$ cat config.mk
export PLATFORM = sky130hd
export DESIGN_NAME = cpu_flags_stack_flat
export DESIGN_NICKNAME = d
export VERILOG_FILES = /design/src/rtl/cpu_flags_stack_pkg.sv /design/src/rtl/cpu_flags_stack_if.sv /design/src/rtl/cpu_flags_stack_ram.sv /design/src/rtl/cpu_flags_stack.sv /design/src/flat_wrapper.sv
export SDC_FILE = /design/constraint.sdc
export NUM_CORES = 1
export LEC_CHECK = 0
export ABC_AREA = 1
export CAP_MARGIN = 5
export CORE_ASPECT_RATIO = 1.75
export CORE_UTILIZATION = 40
export DETAILED_ROUTE_END_ITERATION = 10
export GPL_ROUTABILITY_DRIVEN = 0
export SLEW_MARGIN = 20
export SYNTH_ARGS = -nofsm -noshare
export SYNTH_HDL_FRONTEND = slang
export SYNTH_SLANG_ARGS = --single-unit
$ cat constraint.sdc
create_clock -name CLK -period 6.6 [get_ports CLK]
set_input_delay 0.66 -clock CLK [delete_from_list [all_inputs] [get_ports CLK]]
set_output_delay 0.66 -clock CLK [all_outputs]
set_load 0.005 [all_outputs]
$ cat src/rtl/cpu_flags_stack_pkg.sv
// ============================================================================
// Module  : cpu_flags_stack_pkg
// Brief   : Shared sizes, field positions and FSM encoding for the flag unit.
// Revision: 1.0 - initial release
// ============================================================================
`default_nettype none

package cpu_flags_stack_pkg;

  localparam int DEF_N_FLAGS     = 4;
  localparam int DEF_N_THREADS   = 4;
  localparam int DEF_STACK_DEPTH = 4;

  // Bit positions inside stack_err
  localparam int ERR_OVF_BIT = 0;
  localparam int ERR_UDF_BIT = 1;

  typedef enum logic [0:0] {
    ST_INIT = 1'b0,
    ST_RUN  = 1'b1
  } state_t;

  // Address width that never collapses to zero bits
  function automatic int clog2_min1(input int value);
    return (value <= 2) ? 1 : $clog2(value);
  endfunction

endpackage

`default_nettype wire

$ cat src/rtl/cpu_flags_stack_if.sv
// ============================================================================
// Module  : cpu_flags_stack_if
// Brief   : Decoder-side command/status bundle of the per-thread flag unit.
// Revision: 1.0 - initial release
// ============================================================================
`default_nettype none

interface cpu_flags_stack_if
  import cpu_flags_stack_pkg::*;
#(
  parameter int N         = DEF_N_FLAGS,
  parameter int N_THREADS = DEF_N_THREADS
);
  localparam int TW    = clog2_min1(N_THREADS);
  localparam int IDX_W = clog2_min1(N);

  logic             ready;
  logic [TW-1:0]    thread_num;
  logic             load_en;
  logic             save_en;
  logic             push_en;
  logic             pop_en;
  logic             set_flags;
  logic [N-1:0]     iop_flag_mask;
  logic [N-1:0]     flags_in;
  logic [IDX_W+1:0] op_condition;
  logic             condition_is_true;
  logic [N-1:0]     flags;
  logic [1:0]       stack_err;
  logic [TW-1:0]    err_thread;

  modport master (
    input  ready, condition_is_true, flags, stack_err, err_thread,
    output thread_num, load_en, save_en, push_en, pop_en, set_flags,
           iop_flag_mask, flags_in, op_condition
  );

  modport slave (
    output ready, condition_is_true, flags, stack_err, err_thread,
    input  thread_num, load_en, save_en, push_en, pop_en, set_flags,
           iop_flag_mask, flags_in, op_condition
  );

endinterface

`default_nettype wire

$ cat src/rtl/cpu_flags_stack_ram.sv
// ============================================================================
// Module  : flags_thread_ram
// Brief   : Distributed RAM, one synchronous write port, one async read port.
// Revision: 1.0 - initial release
// ============================================================================
`default_nettype none

module flags_thread_ram #(
  parameter int WIDTH = 4,
  parameter int DEPTH = 4,
  parameter int AW    = 2
) (
  input  wire logic             clk,
  input  wire logic             i_we,
  input  wire logic [AW-1:0]    i_waddr,
  input  wire logic [WIDTH-1:0] i_wdata,
  input  wire logic [AW-1:0]    i_raddr,
  output logic      [WIDTH-1:0] o_rdata
);

  logic [WIDTH-1:0] r_mem [DEPTH];

  always_ff @(posedge clk) begin
    if (i_we) begin
      r_mem[i_waddr] <= i_wdata;
    end
  end

  // Async read returns the pre-write contents during a same-cycle write
  assign o_rdata = r_mem[i_raddr];

endmodule

`default_nettype wire

$ cat src/rtl/cpu_flags_stack.sv
// ============================================================================
// Module  : cpu_flags_stack
// Brief   : Per-thread flag register, save/restore words and flag stack.
// Revision: 1.0 - initial release
// ============================================================================
`default_nettype none

module cpu_flags_stack
  import cpu_flags_stack_pkg::*;
#(
  parameter int N           = DEF_N_FLAGS,
  parameter int N_THREADS   = DEF_N_THREADS,
  parameter int STACK_DEPTH = DEF_STACK_DEPTH
) (
  input  wire logic        CLK,
  input  wire logic        RESET_N,
  cpu_flags_stack_if.slave bus
);

  localparam int TW    = clog2_min1(N_THREADS);
  localparam int IDX_W = clog2_min1(N);
  localparam int SLW   = clog2_min1(STACK_DEPTH);
  localparam int SPW   = SLW + 1;
  localparam int SAW   = TW + SLW;

  localparam logic [TW-1:0]  c_LAST_THREAD = TW'(N_THREADS - 1);
  localparam logic [SPW-1:0] c_SP_FULL     = SPW'(STACK_DEPTH);

  state_t           r_state;
  state_t           w_state_next;
  logic [TW-1:0]    r_init_cnt;
  logic [N-1:0]     r_flags;
  logic [N-1:0]     w_flags_next;
  logic [SPW-1:0]   r_sp [N_THREADS];
  logic [1:0]       r_err;
  logic [1:0]       w_err_next;
  logic [TW-1:0]    r_err_thread;

  logic             w_run;
  logic [TW-1:0]    w_thr;
  logic [SPW-1:0]   w_sp;
  logic [SPW-1:0]   w_sp_m1;
  logic [SPW-1:0]   w_sp_next;
  logic             w_sp_we;
  logic             w_load;
  logic             w_save;
  logic             w_push_req;
  logic             w_pop_req;
  logic             w_set;
  logic             w_pop_ok;
  logic             w_pop_udf;
  logic             w_push_replace;
  logic             w_push_ok;
  logic             w_push_ovf;

  logic             w_save_we;
  logic [TW-1:0]    w_save_waddr;
  logic [N-1:0]     w_save_wdata;
  logic [N-1:0]     w_save_rd;
  logic             w_stk_we;
  logic [SAW-1:0]   w_stk_waddr;
  logic [SAW-1:0]   w_stk_raddr;
  logic [N-1:0]     w_stk_rd;

  logic [IDX_W-1:0] w_cond_idx;
  logic             w_cond_inv;
  logic             w_cond_en;
  logic             w_cond_in_range;

  // ---------------------------------------------------------------- FSM
  always_ff @(posedge CLK or negedge RESET_N) begin
    if (!RESET_N) begin
      r_state <= ST_INIT;
    end else begin
      r_state <= w_state_next;
    end
  end

  always_comb begin
    w_state_next = r_state;
    case (r_state)
      ST_INIT: if (r_init_cnt == c_LAST_THREAD) w_state_next = ST_RUN;
      ST_RUN:  w_state_next = ST_RUN;
      default: w_state_next = ST_INIT;
    endcase
  end

  always_ff @(posedge CLK or negedge RESET_N) begin
    if (!RESET_N) begin
      r_init_cnt <= '0;
    end else if (r_state == ST_INIT) begin
      r_init_cnt <= r_init_cnt + TW'(1);
    end
  end

  assign w_run = (r_state == ST_RUN);

  // ---------------------------------------------------------------- command decode
  assign w_thr   = bus.thread_num;
  assign w_sp    = r_sp[w_thr];
  assign w_sp_m1 = w_sp - SPW'(1);

  assign w_load     = w_run & bus.load_en;
  assign w_save     = w_run & bus.save_en;
  assign w_push_req = w_run & bus.push_en;
  assign w_pop_req  = w_run & bus.pop_en & ~bus.load_en;
  assign w_set      = w_run & bus.set_flags & ~bus.load_en & ~bus.pop_en;

  assign w_pop_ok  = w_pop_req & (w_sp != '0);
  assign w_pop_udf = w_pop_req & (w_sp == '0);

  // A push alongside a successful pop rewrites the old top in place
  assign w_push_replace = w_push_req & w_pop_ok;
  assign w_push_ok      = w_push_req & ~w_pop_ok & (w_sp != c_SP_FULL);
  assign w_push_ovf     = w_push_req & ~w_pop_ok & (w_sp == c_SP_FULL);

  always_comb begin
    w_sp_we   = 1'b0;
    w_sp_next = w_sp;
    if (w_push_ok) begin
      w_sp_we   = 1'b1;
      w_sp_next = w_sp + SPW'(1);
    end else if (w_pop_ok && !w_push_replace) begin
      w_sp_we   = 1'b1;
      w_sp_next = w_sp_m1;
    end
  end

  generate
    for (genvar t = 0; t < N_THREADS; t++) begin : g_sp
      always_ff @(posedge CLK or negedge RESET_N) begin
        if (!RESET_N) begin
          r_sp[t] <= '0;
        end else if (w_sp_we && (w_thr == TW'(t))) begin
          r_sp[t] <= w_sp_next;
        end
      end
    end
  endgenerate

  // ---------------------------------------------------------------- storage
  assign w_save_we    = ~w_run | w_save;
  assign w_save_waddr = w_run ? w_thr : r_init_cnt;
  assign w_save_wdata = w_run ? r_flags : '0;

  flags_thread_ram #(
    .WIDTH (N),
    .DEPTH (N_THREADS),
    .AW    (TW)
  ) u_save_ram (
    .clk     (CLK),
    .i_we    (w_save_we),
    .i_waddr (w_save_waddr),
    .i_wdata (w_save_wdata),
    .i_raddr (w_thr),
    .o_rdata (w_save_rd)
  );

  assign w_stk_we    = w_push_ok | w_push_replace;
  assign w_stk_waddr = {w_thr, (w_push_replace ? w_sp_m1[SLW-1:0] : w_sp[SLW-1:0])};
  assign w_stk_raddr = {w_thr, w_sp_m1[SLW-1:0]};

  flags_thread_ram #(
    .WIDTH (N),
    .DEPTH (N_THREADS * STACK_DEPTH),
    .AW    (SAW)
  ) u_stack_ram (
    .clk     (CLK),
    .i_we    (w_stk_we),
    .i_waddr (w_stk_waddr),
    .i_wdata (r_flags),
    .i_raddr (w_stk_raddr),
    .o_rdata (w_stk_rd)
  );

  // ---------------------------------------------------------------- flags and errors
  always_comb begin
    w_flags_next = r_flags;
    if (w_load) begin
      w_flags_next = w_save_rd;
    end else if (w_pop_ok) begin
      w_flags_next = w_stk_rd;
    end else if (w_set) begin
      w_flags_next = (r_flags & ~bus.iop_flag_mask) | (bus.flags_in & bus.iop_flag_mask);
    end
  end

  always_comb begin
    w_err_next              = r_err;
    w_err_next[ERR_OVF_BIT] = r_err[ERR_OVF_BIT] | w_push_ovf;
    w_err_next[ERR_UDF_BIT] = r_err[ERR_UDF_BIT] | w_pop_udf;
  end

  always_ff @(posedge CLK or negedge RESET_N) begin
    if (!RESET_N) begin
      r_flags      <= '0;
      r_err        <= '0;
      r_err_thread <= '0;
    end else begin
      r_flags <= w_flags_next;
      r_err   <= w_err_next;
      if ((r_err == 2'b00) && (w_err_next != 2'b00)) begin
        r_err_thread <= w_thr;
      end
    end
  end

  // ---------------------------------------------------------------- condition
  assign w_cond_idx      = bus.op_condition[IDX_W-1:0];
  assign w_cond_inv      = bus.op_condition[IDX_W];
  assign w_cond_en       = bus.op_condition[IDX_W+1];
  assign w_cond_in_range = (32'(w_cond_idx) < N);

  assign bus.condition_is_true = ~w_cond_en |
                                 (w_cond_in_range & (r_flags[w_cond_idx] ^ w_cond_inv));

  assign bus.ready      = w_run;
  assign bus.flags      = r_flags;
  assign bus.stack_err  = r_err;
  assign bus.err_thread = r_err_thread;

endmodule

`default_nettype wire

$ cat src/flat_wrapper.sv
// flat-port wrapper written by rule: the top's interface ports become plain ports
module cpu_flags_stack_flat import cpu_flags_stack_pkg::*;
#(
  parameter int N           = DEF_N_FLAGS,
  parameter int N_THREADS   = DEF_N_THREADS,
  parameter int STACK_DEPTH = DEF_STACK_DEPTH
)
  (CLK, RESET_N, bus_ready, bus_condition_is_true, bus_flags, bus_stack_err, bus_err_thread, bus_thread_num, bus_load_en, bus_save_en, bus_push_en, bus_pop_en, bus_set_flags, bus_iop_flag_mask, bus_flags_in, bus_op_condition);
  cpu_flags_stack_if #(.N(N), .N_THREADS(N_THREADS)) bus_i ();
  input  wire logic CLK;
  input  wire logic RESET_N;
  output wire logic [$bits(bus_i.ready)-1:0] bus_ready;
  output wire logic [$bits(bus_i.condition_is_true)-1:0] bus_condition_is_true;
  output wire logic [$bits(bus_i.flags)-1:0] bus_flags;
  output wire logic [$bits(bus_i.stack_err)-1:0] bus_stack_err;
  output wire logic [$bits(bus_i.err_thread)-1:0] bus_err_thread;
  input wire logic [$bits(bus_i.thread_num)-1:0] bus_thread_num;
  input wire logic [$bits(bus_i.load_en)-1:0] bus_load_en;
  input wire logic [$bits(bus_i.save_en)-1:0] bus_save_en;
  input wire logic [$bits(bus_i.push_en)-1:0] bus_push_en;
  input wire logic [$bits(bus_i.pop_en)-1:0] bus_pop_en;
  input wire logic [$bits(bus_i.set_flags)-1:0] bus_set_flags;
  input wire logic [$bits(bus_i.iop_flag_mask)-1:0] bus_iop_flag_mask;
  input wire logic [$bits(bus_i.flags_in)-1:0] bus_flags_in;
  input wire logic [$bits(bus_i.op_condition)-1:0] bus_op_condition;
  assign bus_ready = bus_i.ready;
  assign bus_condition_is_true = bus_i.condition_is_true;
  assign bus_flags = bus_i.flags;
  assign bus_stack_err = bus_i.stack_err;
  assign bus_err_thread = bus_i.err_thread;
  assign bus_i.thread_num = bus_thread_num;
  assign bus_i.load_en = bus_load_en;
  assign bus_i.save_en = bus_save_en;
  assign bus_i.push_en = bus_push_en;
  assign bus_i.pop_en = bus_pop_en;
  assign bus_i.set_flags = bus_set_flags;
  assign bus_i.iop_flag_mask = bus_iop_flag_mask;
  assign bus_i.flags_in = bus_flags_in;
  assign bus_i.op_condition = bus_op_condition;
  cpu_flags_stack #(.N(N), .N_THREADS(N_THREADS), .STACK_DEPTH(STACK_DEPTH)) u_core (.CLK(CLK), .RESET_N(RESET_N), .bus(bus_i));
endmodule
---- Word-level counts from Yosys, hierarchy flattened ----
Memories as Yosys holds them, arrays and structs flattened.
Cells that the tools add are included.
storage, ports and cells
  bits in registers ....................... 23
  latch bits .............................. 0
  RAM bits ................................ 80
  memory bits (read-only) ................. 0
  word-level logic and storage cells ...... 86
  memories ................................ 2
memory list
  memory                    words  bits a word  rd ports  clocked after memory_dff  write ports  RTL line                   text
  u_core.u_stack_ram.r_mem  16     4            1         0                         1            cpu_flags_stack_ram.sv:21  logic [WIDTH-1:0] r_mem [DEPTH];
  u_core.u_save_ram.r_mem   4      4            1         0                         1            cpu_flags_stack_ram.sv:21
operators by class
  add/subtract/negate cells ............... 3
  multiply operators ...................... 0
  div/mod/pow operators ................... 0
  magnitude comparators ................... 2
  eq/ne operators ......................... 6
  shift operators ......................... 0
  mux-type cells .......................... 21
  bitwise operators ....................... 30
  reduce and logical (&&, ||, !) cells .... 13
operator list
  cell                   count
  $mux W4                4
  $and A1 B1 Y1          14
  $mux W3                4
  $and A4 B4 Y4          2
  $mux W1                8
  $bmux W3 S2            1
  $eq A2 B2 Y1 const B   3
  $logic_and A1 B1 Y1    6
  $reduce_bool A3 Y1     2
  $not A1 Y1             5
  $or A1 B1 Y1           5
  $logic_not A2 Y1       2
  $mux W2                2
  $not A4 Y4             1
  $or A4 B4 Y4           1
  $add A3 B1 Y3 const B  1
  $eq A3 B3 Y1 const B   1
  $ge A3 B3 Y1 const B   1
  $logic_not A3 Y1       1
  $lt A2 B3 Y1 const B   1
  $ne A3 B3 Y1 const B   1
  $not A2 Y3             1
  $sub A3 B1 Y3 const B  1
  $add A2 B1 Y2 const B  1
  other kinds (6)        6

---- Logic depth before layout (Yosys ltp) ----
Gate-level depths: netlist of run 1.
  depth after elaboration ................. 12
  gate-level depth with buffers ........... 18
  mapped depth without buffers ............ 16

---- By module ----
A second synthesis of run 1 with hierarchy kept.
unflattened totals
  cells, all modules ...................... 578
  area, all modules ....................... 5157.4 um2
by module, submodules not included
  module                                  times used  cells an instance  area each (um2)  sequential area each (um2)
  flags_thread_ram at u_core.u_stack_ram  1           286                2886.5           1921.8
  cpu_flags_stack                         1           222                1562.7           575.6
  flags_thread_ram at u_core.u_save_ram   1           70                 708.2            480.5

---- Worst setup path before layout of run 1 ----
No wires, ideal clock.
  path kind ............................... input to register
  start point ............................. input bus_thread_num[0]
  end point ............................... memory u_core.u_stack_ram.r_mem[0][0] (enable)
  library setup time ...................... 0.329 ns
  arrival ................................. 2.554 ns
  slack ................................... 3.717 ns
  cell stages on the path ................. 15
  path through ............................ inv_2 > nand2_1 > nand2_1 > nand2_2 > nand2_2 > buf_2 > inv_2 > ha_1 > ha_1 > inv_1 > nand2_1 > buf_2 > a21oi_1 > nand2_1 > nor2_1
on the way
  cells in the longest elaborated chain, start to end .. 12
  elaborated cells on any way between the ends .. 16
ends and longest elaborated chain
  item                                         RTL line                   text
  start, declared                              flat_wrapper.sv:17         input wire logic [$bits(bus_i.thread_num)-1:0] bus_thread_num;
  $not A2 Y3 (implied by the code)             cpu_flags_stack.sv:100     assign w_sp = r_sp[w_thr];
  $bmux W3 S2                                  cpu_flags_stack.sv:100
  $mux W3 (implied by the code) (2 in series)  cpu_flags_stack.sv:100
  $reduce_bool A3 Y1                           cpu_flags_stack.sv:109     assign w_pop_ok = w_pop_req & (w_sp != '0);
  $and A1 B1 Y1                                cpu_flags_stack.sv:109
  $not A1 Y1                                   cpu_flags_stack.sv:114     assign w_push_ok = w_push_req & ~w_pop_ok & (w_sp != c_SP_FULL);
  $and A1 B1 Y1 (2 in series)                  cpu_flags_stack.sv:114
  $or A1 B1 Y1                                 cpu_flags_stack.sv:159     assign w_stk_we = w_push_ok | w_push_replace;
  $mux W1                                      cpu_flags_stack_ram.sv:24  if (i_we) begin
  $mux W1 (implied by the code)                cpu_flags_stack_ram.sv:25  r_mem[i_waddr] <= i_wdata;
  end, declared                                cpu_flags_stack_ram.sv:21
Several ways; a longest one is shown, not always the timed one. The select of a mux whose other input is x is not followed.

---- Worst setup path after layout of run 1 ----
  start point ............................. input bus_thread_num[0]
  end point ............................... memory u_core.u_stack_ram.r_mem[2][1] (enable)
Same word-level chain as after synthesis.

==> flow_summary.toml, run 1 <==
[power]
total_leakage_power_nw = 2.29
ir_drop_mv = 0.209
power_density_mw_per_mm2 = 357

[cts]
clkLatencyLatePin_ps = 350
cts_buffers = 9
clk_pin_slew_ps = 70
cts_hold_buf = 0
clkSinkCount = 103
cts.htree.levels = 3
cts_max_path_buffers = 2
cts_resized = 0
cts_tree = "yes"
root_buffer = "clkbuf_16"
post-cts-setup-buffers = 0

[grt]
grt_max_degree = 43
grt_first_pass_wirelength_microns = 19000
grt_pass1_vias = 3582
grt_usage_pct = 20.8
grt.overflow.total = 0
antenna_found_initial = 0

[floorplan]
dieArea_sq_mm = 0.0126
io_pins = 31
rows = 52
core_area_sq_mm = 0.0116
die_w_microns = 85.1
die_y_microns = 147
start_util_pct = 41.5

[cells_and_area]
diodes = 0
utilization_pct = 47.4
nNetsFinal = 550
syn_to_final_growth_pct = 14.2
drive_gt1_share_pct = 6.99
final_cells = 664

[placement]
dpl.hpwl_microns = 8960
placedCellCount = 648
port-buffer-count = 30
post-place-ws_ps = 1820

[timing]
slew_viol_final = 0
finalSetupTns_ps = 0
hold_viol_final = 0
period_minus_slack_ps = 4420
relSlewSlack_pct = 43.5
min_period_over_period_pct = 66.9
max_freq_mhz = 226
rsz0062_at_grt = "no"
setup_viol = 0
worst_slack_ps = 2180
worst_slew_pin_slew_ps = 848
skew_ps = 8.83

[drt]
detail-route-antenna-nets = 0
viasPerCell = 5.30
drt_iter0_drc = 185
routed_wl_microns = 12200
routedWlPerCell_microns = 18.4
drc = 0
drtPass1Iterations = 4
vias = 3522

[logic_synthesis]
seq_area_frac_synth_pct = 61.6
synth-seq-cells = 103
syn_area_sq_mm = 0.00484
ys_warn_count = 0
syn-num-nets = 523
syn_inst = 497
syn_area_per_cell_sq_um = 9.73
synth_cell_types = 30

[worst_setup_path]
crit_path_max_fanout = 42
path_cells = "clkdlybuf4s50_1, inv_2, nand2_1, nand2_1, nand2_2, nand2_2, inv_2, ha_1, ha_1, inv_1, nand2_1, nor2_1, xor2_1, nand2_1, nor2_1"
critPathMostFrequentCell = "nand2_1"
critPathArrivalTime_ps = 4420
max_stage_delay_ps = 670
crit_family = "simple AND/OR/NAND/NOR gates"
critPathBufInv = 4
critical_path_required_ps = 6610
cp-end-kind = "flip-flop"
cp-start-kind = "primary input"
slowest_stage = "nand2_2"
crit_type = "primary input to flip-flop"

[status]
status = "completed"

[hold_path]
hold_path.class = "primary input to async pin"

[flow_run]
max_cap_viol_count = 0
sequential cells by signal, indices dropped and copies added (netlist names), named ones only:
name	flops
u_core.bus.ready	1
u_core.bus.err_thread	2
u_core.u_save_ram.r_mem	16
u_core.r_sp	12
u_core.r_init_cnt	2
u_core.bus.stack_err	2
u_core.u_stack_ram.r_mem	64
cell usage after synthesis:
cell      instances  area share [%]
ha_1              5             1.3
a31oi_1           1            0.13
a21oi_1          26             2.7
edfxtp_1         80              50
xor2_1            2            0.36
nor3_2            1            0.21
a21oi_2           4            0.72
inv_1            58             4.5
inv_2             4            0.31
xnor2_1           1            0.18
o21ai_0          15             1.6
buf_6             5             1.2
buf_4             1            0.16
a22o_1            1            0.18
o211ai_2          1            0.26
dfrtp_1          23              12
or2_2             2            0.26
clkinv_1          1           0.078
nand4_1           3            0.39
nand3b_1         17             2.6
buf_2             7            0.72
o21ai_1           9            0.93
nor2_2            1            0.13
a32o_1            1            0.21
nor2_1           38             2.9
nand2_1         132              10
a22oi_1           4            0.62
nand3_1          46             4.8
nand2_2           3            0.39
clkbuf_1          5            0.39
cells by family (layout without fill, tap and decap cells):
kind of cell,Yosys count,count (layout),synth area share (%)
AND/OR/NAND/NOR,243,243,22.0
flip-flops,103,103,61.6
buffers and inverters,81,113,7.32
AO/OA/AOI/OAI,62,62,7.30
adder cells (fa/ha/maj),5,5,1.29
XOR/XNOR,3,3,0.543
stage by stage:
step / instance area (sq um) / power (W) / hold WS [ps]
after floorplan: 4840 / 0.00127 / 364
after global placement: 5220 / 0.00144 / 466
after detailed placement: 5220 / 0.00145 / 481
after global routing: 5520 / 0.00208 / 333
final: 5520 / 0.00197 / 287
after CTS: 5530 / 0.00198 / 499
routing by layer:
| layer | up-vias | global-route usage [%] | part of all wire (%) | wire length, microns |
|---|---|---|---|---|
| met4 | 0 | 15.4 | 6.4 | 781 |
| met3 | 48 | 2.62 | 3.4 | 420 |
| met5 | - | 0 | 0 | 0 |
| li1 | 1704 | - | - | - |
| met2 | 98 | 38.1 | 54 | 6530 |
| met1 | 1672 | 21.2 | 37 | 4470 |
cell type report:
cell class	count	area, sq um
Fill cell	1091	6120
Sequential cell	103	2980
Multi-Input combinational cell	313	1500
Timing Repair Buffer	34	325
Clock buffer	10	250
Inverter	63	236
Tap cell	135	169
Clock inverter	6	58.8
worst paths after layout:
check                      slack (ps)                       start  cells after the start                                        to
setup / recovery                 2180           bus_thread_num[0]                     15  u_core.u_stack_ram.r_mem[2][1]$_DFFE_PP_
hold / removal                    290                     RESET_N                      1          u_core.r_init_cnt[1]$_DFFE_PN0N_
hold reg to reg                   500  u_core.r_sp[5]$_DFFE_PN0P_                      2                u_core.r_sp[5]$_DFFE_PN0P_
setup reg to reg                 2750  u_core.r_sp[6]$_DFFE_PN0P_                     13  u_core.u_stack_ram.r_mem[2][1]$_DFFE_PP_
max in group asynchronous        5950                     RESET_N                      1                                 async pin
min in group CLK                  500  u_core.r_sp[5]$_DFFE_PN0P_                      2                u_core.r_sp[5]$_DFFE_PN0P_
power by group:
group	internal, W	leakage [nW]	switching (W)
Clock	0.000287	0.153	0.000243
Sequential	0.000807	1.01	0.0000409
Combinational	0.000185	1.13	0.000408
cell usage in the layout, fill, tap and decap left out, types with 4 or more instances in the layout:
| cell | count |
|---|---|
| a21oi_1 | 26 |
| nand3b_1 | 17 |
| o21ai_1 | 9 |
| dfrtp_1 | 23 |
| a21oi_2 | 4 |
| buf_4 | 4 |
| inv_2 | 4 |
| edfxtp_1 | 80 |
| nand2_1 | 132 |
| ha_1 | 5 |
| inv_1 | 58 |
| clkdlybuf4s50_1 | 29 |
| nor2_1 | 38 |
| nand3_1 | 46 |
| a22oi_1 | 4 |
| o21ai_0 | 15 |
| clkbuf_16 | 10 |
Power figures use the tool's default switching activity.
==> run 2: changes to the inputs <==
==> constraint.sdc (replaced) <==
create_clock -name CLK -period 4.6 [get_ports CLK]
set_input_delay 0.46 -clock CLK [delete_from_list [all_inputs] [get_ports CLK]]
set_output_delay 0.46 -clock CLK [all_outputs]
set_load 0.005 [all_outputs]
==> flow_summary.toml, run 2 (same netlist as run 1, synthesis figures left out) <==
[status]
status = "completed"

[placement]
placedCellCount = 654
dpl.hpwl_microns = 8090
port-buffer-count = 30

[cells_and_area]
regMostFlops = "u_core.u_stack_ram.r_mem"
nNetsFinal = 556
final_cells = 670
top_regs = "u_core.u_stack_ram.r_mem (64), u_core.u_save_ram.r_mem (16), u_core.r_sp (12)"
final_cell_mix = "nand2_1 (132), edfxtp_1 (80), inv_1 (58)"
largest_register_ffs = 64
diodes = 0
drive_gt1_share_pct = 8.04
syn_to_final_growth_pct = 15.3
layout_commonest_cell = "nand2_1"

[timing]
max_freq_mhz = 276
hold_viol_final = 0
finalSetupTns_ps = 0
skew_ps = 9.19
min_period_over_period_pct = 78.6
worst_hold_slack_ps = 97.4
worst_slew_pin_slew_ps = 581
relSlewSlack_pct = 61.2
period_minus_slack_ps = 3620
setup_viol = 0
slew_viol_final = 0
rsz0062_at_grt = "no"

[cts]
cts_resized = 0
post-cts-setup-buffers = 0
cts_max_path_buffers = 2
cts.htree.levels = 3
cts_buffers = 9
cts_tree = "yes"
clkSinkCount = 103
clkLatencyLatePin_ps = 340
clk_pin_slew_ps = 70
cts_hold_buf = 0
root_buffer = "clkbuf_16"

[power]
ir_drop_mv = 0.268
power_w = 0.00289
total_leakage_power_nw = 2.33
power_density_mw_per_mm2 = 518

[worst_setup_path]
crit_path_max_fanout = 13
cp-start-kind = "primary input"
critPathArrivalTime_ps = 3620
critical_path_required_ps = 4600
r2r-start = "u_core.r_sp[6]$_DFFE_PN0P_"
startpoint = "bus_thread_num[1]"
cp-end-kind = "flip-flop"
crit_type = "primary input to flip-flop"

[hold_path]
hold_path.class = "primary input to async pin"

[floorplan]
core_area_sq_mm = 0.0116
dieArea_sq_mm = 0.0126
io_pins = 31
rows = 52
start_util_pct = 41.5
die_w_microns = 85.1
die_y_microns = 147

[grt]
grt.busiest_layer = "met2"
grt_pass1_vias = 3637
antenna_found_initial = 0
grt_usage_pct = 19.0
grt_max_degree = 42
grt.met2_usage_pct = 36.5
grt.overflow.total = 0
grt_first_pass_wirelength_microns = 17600
met3_usage_pct = 3.07
use_met1_pct = 18.5

[drt]
viasPerCell = 5.23
routed_wl_microns = 11200
drt_iter0_drc = 152
drtPass1Iterations = 4
vias = 3501
detail-route-antenna-nets = 0
drc = 0
routedWlPerCell_microns = 16.7

[flow_run]
max_cap_viol_count = 0
## run 2: area by class of cell
type | instances | area (sq um)
multi-input combinational | 313 | 1500
clock buffer | 11 | 275
timing repair buffer | 40 | 370
inverter | 63 | 236
clock inverter | 5 | 42.5
tap | 135 | 169
sequential | 103 | 2980
fill | 1082 | 6070
## run 2: report_power, final
part           switching [W]  total (W)  internal (W)
logic               0.000618   0.000898      0.000280
registers          0.0000488    0.00121       0.00116
clock network       0.000346   0.000786      0.000441
## run 2: layer usage
layer  vias to the layer above  share of wire [%]
met5                         -                  0
met4                         0                3.0
met3                        27                3.3
met2                        80                 57
met1                      1682                 37
li1                       1712                  -
## run 2: final timing paths
check | endpoint | slack [ps] | cells after the start
worst min register to register | u_core.r_sp[7]$_DFFE_PN0P_ | 500 | 2
worst max register to register | u_core.u_stack_ram.r_mem[8][0]$_DFFE_PP_ | 1370 | 13
min in group CLK | u_core.r_sp[7]$_DFFE_PN0P_ | 500 | 2
worst min-delay path | u_core.r_init_cnt[1]$_DFFE_PN0N_ | 100 | 1
max in group asynchronous | u_core.r_sp[9]$_DFFE_PN0P_ | 4130 | 1
worst max-delay path | u_core.u_stack_ram.r_mem[8][0]$_DFFE_PP_ | 980 | 14
## run 2: worst max-delay path: stages
cell	delay (ps)
clkdlybuf4s50_1	600
nand2_1	80
inv_1	350
nand2_1	90
nand2_1	160
inv_1	70
ha_1	210
ha_1	220
inv_1	80
nand2_1	240
nor2_1	290
xor2_1	240
nand2_1	160
nor2_1	370
## run 2: metrics by stage
step	setup WS, ps	instance area, sq um	utilization [%]
after floorplan	1920	4840	-
after detailed placement	641	5260	45.2
after global routing	650	5580	47.9
after CTS	1010	5580	47.9
final	982	5580	47.9
after global placement	769	5260	45.2
